### config.mk
export PLATFORM = sky130hd
export DESIGN_NAME = seq_divider_flat
export DESIGN_NICKNAME = d
export VERILOG_FILES = /design/src/rtl/seq_divider_pkg.sv /design/src/rtl/seq_divider_if.sv /design/src/rtl/seq_divider_div_step.sv /design/src/rtl/seq_divider.sv /design/src/flat_wrapper.sv
export SDC_FILE = /design/constraint.sdc
export NUM_CORES = 1
export LEC_CHECK = 0
export CAP_MARGIN = 5
export CORE_MARGIN = 2
export CORE_UTILIZATION = 38
export CTS_CLUSTER_DIAMETER = 200
export DETAILED_ROUTE_END_ITERATION = 7
export HOLD_SLACK_MARGIN = 0.05
export MAX_ROUTING_LAYER = met4
export PLACE_DENSITY_LB_ADDON = 0.12
export SLEW_MARGIN = 20
export SYNTH_ARGS = -nofsm -noshare
export SYNTH_HDL_FRONTEND = slang
export SYNTH_SLANG_ARGS = --single-unit
export TNS_END_PERCENT = 100
### constraint.sdc
create_clock -name clock -period 10.5 [get_ports clock]
set_clock_uncertainty 0.1 [all_clocks]
set_input_delay 2.1 -clock clock [delete_from_list [all_inputs] [get_ports clock]]
set_output_delay 2.1 -clock clock [all_outputs]
set_load 0.05 [all_outputs]
### src/rtl/seq_divider_pkg.sv
// Shared types and constants for the sequential signed divider.
// Holds FSM encodings, default width, corner-case operands and the counter-width helper.
package seq_divider_pkg;

   localparam int DEF_WIDTH = 32;

   localparam logic [31:0] INT_MIN = 32'h8000_0000;
   localparam logic [31:0] NEG_ONE = 32'hFFFF_FFFF;

   typedef enum logic [2:0] {
      S_IDLE  = 3'd0,
      S_CHECK = 3'd1,
      S_ITER  = 3'd2,
      S_FIX   = 3'd3,
      S_DONE  = 3'd4
   } state_t;

   // Iteration counter width; never narrower than one bit.
   function automatic int cnt_width(input int n);
      return (n > 1) ? $clog2(n) : 1;
   endfunction

   localparam int DEF_CNT_W = cnt_width(DEF_WIDTH);

endpackage

### src/rtl/seq_divider_if.sv
// Command/result bundle between the control unit (master) and the divider (slave).
// ctrl_DIV is a single-cycle start that is always accepted (no ready); data_resultRDY is a one-cycle valid with no backpressure, and busy is status only.
interface seq_divider_if
   import seq_divider_pkg::*;
#(
   parameter int WIDTH = DEF_WIDTH
);

   logic             ctrl_DIV;
   logic [WIDTH-1:0] data_operandA;
   logic [WIDTH-1:0] data_operandB;
   logic [WIDTH-1:0] data_result;
   logic             data_exception;
   logic             data_resultRDY;
   logic             busy;

   modport master (
      output ctrl_DIV, data_operandA, data_operandB,
      input  data_result, data_exception, data_resultRDY, busy
   );

   modport slave (
      input  ctrl_DIV, data_operandA, data_operandB,
      output data_result, data_exception, data_resultRDY, busy
   );

endinterface

### src/rtl/seq_divider_div_step.sv
// One combinational restoring-division step on unsigned magnitudes.
// Shifts {rem,quo} left by one, trial-subtracts the divisor and restores on a negative trial.
module div_step
   import seq_divider_pkg::*;
#(
   parameter int WIDTH = DEF_WIDTH
) (
   input  logic [WIDTH:0]   rem,
   input  logic [WIDTH-1:0] quo,
   input  logic [WIDTH:0]   divisor,
   output logic [WIDTH:0]   rem_next,
   output logic [WIDTH-1:0] quo_next
);

   // One guard bit above the remainder so the trial sign is never ambiguous.
   logic [WIDTH+1:0] rem_sh;
   logic [WIDTH+1:0] trial;

   always_comb begin
      rem_sh = {rem, quo[WIDTH-1]};
      trial  = rem_sh - {1'b0, divisor};
      if (!trial[WIDTH+1]) begin
         rem_next = trial[WIDTH:0];
         quo_next = {quo[WIDTH-2:0], 1'b1};
      end else begin
         rem_next = rem_sh[WIDTH:0];
         quo_next = {quo[WIDTH-2:0], 1'b0};
      end
   end

endmodule

### src/rtl/seq_divider.sv
// Multi-cycle signed divider: sign/magnitude split, ITERS restoring steps, sign fix-up.
// A start pulse is honoured in every state, aborting any operation in flight.
module seq_divider
   import seq_divider_pkg::*;
#(
   parameter int WIDTH = DEF_WIDTH,
   parameter int ITERS = WIDTH
) (
   input  logic          clock,
   input  logic          reset,
   seq_divider_if.slave  div,
   output state_t        dbg_state
);

   localparam int               CNT_W = cnt_width(ITERS);
   localparam logic [WIDTH-1:0] MIN_V = {1'b1, {(WIDTH-1){1'b0}}};
   localparam logic [WIDTH-1:0] ONES  = '1;

   state_t           state_q;
   logic [WIDTH-1:0] a_q;
   logic [WIDTH-1:0] b_q;
   logic             sign_q;
   logic [WIDTH-1:0] quo_q;
   logic [WIDTH:0]   rem_q;
   logic [WIDTH:0]   divisor_q;
   logic [CNT_W-1:0] count_q;
   logic [WIDTH-1:0] result_q;
   logic             exc_q;
   logic             rdy_q;
   logic             busy_q;

   logic [WIDTH-1:0] a_mag;
   logic [WIDTH-1:0] b_mag;
   logic [WIDTH:0]   rem_next;
   logic [WIDTH-1:0] quo_next;

   // |INT_MIN| wraps to itself, which is the correct unsigned magnitude.
   always_comb begin
      a_mag = div.data_operandA[WIDTH-1] ? (~div.data_operandA + WIDTH'(1)) : div.data_operandA;
      b_mag = div.data_operandB[WIDTH-1] ? (~div.data_operandB + WIDTH'(1)) : div.data_operandB;
   end

   div_step #(.WIDTH(WIDTH)) u_step (
      .rem      (rem_q),
      .quo      (quo_q),
      .divisor  (divisor_q),
      .rem_next (rem_next),
      .quo_next (quo_next)
   );

   always_ff @(posedge clock or posedge reset) begin
      if (reset) begin
         state_q   <= S_IDLE;
         a_q       <= '0;
         b_q       <= '0;
         sign_q    <= 1'b0;
         quo_q     <= '0;
         rem_q     <= '0;
         divisor_q <= '0;
         count_q   <= '0;
         result_q  <= '0;
         exc_q     <= 1'b0;
         rdy_q     <= 1'b0;
         busy_q    <= 1'b0;
      end else if (div.ctrl_DIV) begin
         state_q   <= S_CHECK;
         a_q       <= div.data_operandA;
         b_q       <= div.data_operandB;
         sign_q    <= div.data_operandA[WIDTH-1] ^ div.data_operandB[WIDTH-1];
         quo_q     <= a_mag;
         rem_q     <= '0;
         divisor_q <= {1'b0, b_mag};
         count_q   <= '0;
         result_q  <= '0;
         exc_q     <= 1'b0;
         rdy_q     <= 1'b0;
         busy_q    <= 1'b1;
      end else begin
         case (state_q)
            S_IDLE: begin
               rdy_q <= 1'b0;
            end
            S_CHECK: begin
               if (b_q == '0 || (a_q == MIN_V && b_q == ONES)) begin
                  result_q <= '0;
                  exc_q    <= 1'b1;
                  rdy_q    <= 1'b1;
                  busy_q   <= 1'b0;
                  state_q  <= S_DONE;
               end else begin
                  state_q <= S_ITER;
               end
            end
            S_ITER: begin
               rem_q   <= rem_next;
               quo_q   <= quo_next;
               count_q <= count_q + CNT_W'(1);
               if (count_q == CNT_W'(ITERS - 1)) begin
                  state_q <= S_FIX;
               end
            end
            S_FIX: begin
               result_q <= sign_q ? (~quo_q + WIDTH'(1)) : quo_q;
               exc_q    <= 1'b0;
               rdy_q    <= 1'b1;
               busy_q   <= 1'b0;
               state_q  <= S_DONE;
            end
            S_DONE: begin
               rdy_q   <= 1'b0;
               state_q <= S_IDLE;
            end
            default: begin
               rdy_q   <= 1'b0;
               busy_q  <= 1'b0;
               state_q <= S_IDLE;
            end
         endcase
      end
   end

   assign div.data_result    = result_q;
   assign div.data_exception = exc_q;
   assign div.data_resultRDY = rdy_q;
   assign div.busy           = busy_q;
   assign dbg_state          = state_q;

endmodule

### src/flat_wrapper.sv
// flat-port wrapper written by rule: the top's interface ports become plain ports
module seq_divider_flat import seq_divider_pkg::*;
#(
   parameter int WIDTH = DEF_WIDTH,
   parameter int ITERS = WIDTH
)
  (clock, reset, dbg_state, div_ctrl_DIV, div_data_operandA, div_data_operandB, div_data_result, div_data_exception, div_data_resultRDY, div_busy);
  seq_divider_if #(.WIDTH(WIDTH)) div_i ();
  input  logic clock;
  input  logic reset;
  output state_t dbg_state;
  input wire logic [$bits(div_i.ctrl_DIV)-1:0] div_ctrl_DIV;
  input wire logic [$bits(div_i.data_operandA)-1:0] div_data_operandA;
  input wire logic [$bits(div_i.data_operandB)-1:0] div_data_operandB;
  output wire logic [$bits(div_i.data_result)-1:0] div_data_result;
  output wire logic [$bits(div_i.data_exception)-1:0] div_data_exception;
  output wire logic [$bits(div_i.data_resultRDY)-1:0] div_data_resultRDY;
  output wire logic [$bits(div_i.busy)-1:0] div_busy;
  assign div_i.ctrl_DIV = div_ctrl_DIV;
  assign div_i.data_operandA = div_data_operandA;
  assign div_i.data_operandB = div_data_operandB;
  assign div_data_result = div_i.data_result;
  assign div_data_exception = div_i.data_exception;
  assign div_data_resultRDY = div_i.data_resultRDY;
  assign div_busy = div_i.busy;
  seq_divider #(.WIDTH(WIDTH), .ITERS(ITERS)) u_core (.clock(clock), .reset(reset), .div(div_i), .dbg_state(dbg_state));
endmodule
==> impl_results.md <==
- Status: complete, no violations
- Total CTS buffers: 25
- DP Worst Slack: 5290 ps
- Synth Cell Area: 0.0121 mm2
- Via density: 5.38
- Fin Setup TNS: 0 ps
- Flop2flop setup slack: 6500 ps
- Reg clk slew, reported paths: 60 ps
- RSZ-0062 raised after global routing: false
- Number of synthesized flops with an enable pin: 0
- Commonest non-fill, non-tap cell in the layout: dfrtp_1
- Pre-antenna DRT Iters: 5
- Synth top area cells: dfrtp_1, mux2_2, xor2_1
- Total of max-cap violations: 0
- Worst slew pin tran: 1000 ps
- Setup Crit Path Kind: input pin to flop
- Die ar.: 0.0333 mm2
- Post-route DRC: 0
- Num ports: 105
- Highest metal used: met4
- # H-tree levels: 1
- Root buffer cell: clkbuf_16
- Static Leakage: 5.98 nW
- Most common flop cell mapped by yosys: dfrtp_1
- Final WS setup: 5760 ps
- Synth unique cells: 72
- Seq/Total Area, Yosys: 42.2%
- I/O Buffers: 104
- Number of inserted diodes: 0
- Worst hold stages: 1
- Cell Rows: 65
- Hold Fails Final Rpt: 0
- Hold_buf cts: 0
- Drt wl/cell: 17.8 um
- Mapped Nets: 1,370
- Initial antenna violation count: 1
- Commonest non-fill, non-tap cells in the layout: dfrtp_1, nand2_1, clkdlybuf4s50_1
- First-pass GRT wire length: 51,100 um
- Period utilisation layout: 45.2%
- Hold EP: u_core.div.busy
- Worst setup SP type: input pin
- Detailed Route WL: 31,300 um
- Hold path start: u_core.div.busy
- Fmax: 211 MHz
- CP Data Arrival Time: 5090 ps
- Synthesized area per cell: 9.56 um2
- Clock latency on the worst-skew pair: 530 ps
- Ratio of cells with drive above 1 in the final layout: 10.3%
- Hold crit path type: flop to flop
- # setup viols final: 0
- 1st-iter DRT viols: 521
- Resize count post-CTS: 0
- Maximum VDD drop: 0.000106 V
- Yosys reg bits: 204
- Area leader, netlist: dfrtp_1
- Remaining global-route overflow: 0
- Final min period: 4740 ps
- Gp weighted congestion: 0.875
- Vias: 9,454
- CP required: 10,850 ps
- Antenna-violating nets left: 0
- Post-CTS Setup Bufs: 0
- CTS tree: built
- Final net count: 1,447
- Pin count of the biggest net entering global routing: 134
- Slew Limit Fails: 0
- YS warnings: 0
- Met1 wire length: 16,600 um
- Yosys top cell area share: 42.2%
- Vias in the first global route: 9,067
- Area growth syn-to-layout: 17.7%
- Core footprint: 0.0315 mm2
- Slew Limit Headroom: 33.1%
- Met3 routed WL: 1110 um
- Die extent in y: 182 um
- Clock Path Buffers: 3
- Final HPWL DP: 22,700 um
- CP startpoint: div_data_operandA[2]
- Worst r2r dst: u_core.rem_q[29]
- Clk sinks: 204
- GRT Overall Usage: 19.6%
- Initial core utilization: 38.4%
- R2R depth: 12
- Met2 WL: 13,100 um
- Worst Setup End Kind: flop
- Crit Path Max Fanout: 6
- Synth async-reset ratio: 100%
- PwrDens: 155 mW/mm2
- FF-to-FF Start: u_core.divisor_q[5]
- Die width: 182 um
- Post-Syn Instances: 1,265
==> per-stage QoR <==
step / utilization [%] / power (mW) / hold slack (ps) / cells / area [um2]
floorplan: - / 1.25 / 371 / 1265 / 12100
finish: 45.3 / 2.21 / 377 / 1758 / 14200
global placement: 42.8 / 1.41 / 363 / 1717 / 13500
CTS: 45.2 / 2.24 / 384 / 1758 / 14200
global route: 45.3 / 2.34 / 399 / 1758 / 14200
detailed placement: 42.8 / 1.41 / 371 / 1717 / 13500
==> sequential cells by signal (all words and copies together) (netlist names) <==
signal,flops
u_core.div.data_exception,1
u_core.dbg_state,3
u_core.a_q,32
u_core.sign_q,1
u_core.div.busy,1
u_core.count_q,5
u_core.quo_q,32
u_core.divisor_q,31
u_core.div.data_resultRDY,1
u_core.div.data_result,32
u_core.b_q,32
u_core.rem_q,33
==> logic make-up after synthesis <==
| logic type | Yosys count | synth area share (%) |
|---|---|---|
| AOI/OAI and AO/OA | 319 | 16.6 |
| xor gates and xnor gates | 117 | 8.47 |
| adders and majority gates | 38 | 3.99 |
| buffers and inverters | 113 | 3.65 |
| DFF | 204 | 42.2 |
| muxes | 119 | 10.5 |
| and+or+nand+nor | 355 | 14.6 |
==> area by class of cell <==
type | count | area (um2)
Sequential cell | 204 | 5100
Timing Repair Buffer | 111 | 1090
Inverter | 52 | 203
Tap cell | 402 | 503
Fill cell | 3001 | 17200
Multi-Input combinational cell | 948 | 6570
Clock inverter | 6 | 67.6
Clock buffer | 35 | 703
==> report_power, final <==
part / total [mW] / leakage [nW] / internal [mW] / switching, mW
combinational: 0.459 / 3.08 / 0.194 / 0.265
clock: 0.821 / 0.371 / 0.488 / 0.333
sequential: 0.932 / 2.53 / 0.857 / 0.0742
==> worst max-delay path by stage <==
| stage | endpoint | cells after the start | slack, ps |
|---|---|---|---|
| after floorplan | u_core.a_q[0] | 1 | 2730 |
| after global placement | u_core.divisor_q[29] | 9 | 5350 |
| after detailed placement | u_core.quo_q[29] | 10 | 5290 |
| after CTS | u_core.quo_q[29] | 10 | 5840 |
| after global routing | u_core.quo_q[29] | 10 | 5590 |
| final | u_core.quo_q[29] | 10 | 5760 |
==> cells in the mapped netlist, drive strengths merged, types with 2 or more instances <==
cell	instances
a211oi	32
a21boi	3
a21o	21
a21oi	79
a311oi	4
a31o	2
a31oi	5
and2	6
and3	8
buf	19
clkbuf	42
dfrtp	204
ha	37
inv	52
mux2	64
mux2i	55
nand2	125
nand2b	16
nand3	13
nand3b	6
nand4	16
nor2	91
nor2b	9
nor3	11
nor4	24
o2111ai	2
o211ai	5
o21a	6
o21ai	101
o21ba	2
o21bai	2
o22ai	4
o31ai	27
o41ai	14
or2	4
or3	8
or4	12
xnor2	45
xor2	72
==> layer usage <==
metal	vias to the layer above	track usage [%]
met5	-	-
met4	0	3.61
met3	30	2.29
met2	174	27.8
met1	4549	30.1
li1	4701	-
==> worst max-delay path, stage by stage <==
cell and delay (ps):
clkdlybuf4s50_1 520, nor4_1 570, nand3_1 270, nand2b_1 240, or3_1 410, or2_2 340, o31ai_1 300, xnor2_1 160
nand2_1 70, o21ai_0 110
Note: power is estimated with default switching activity, not from simulation.
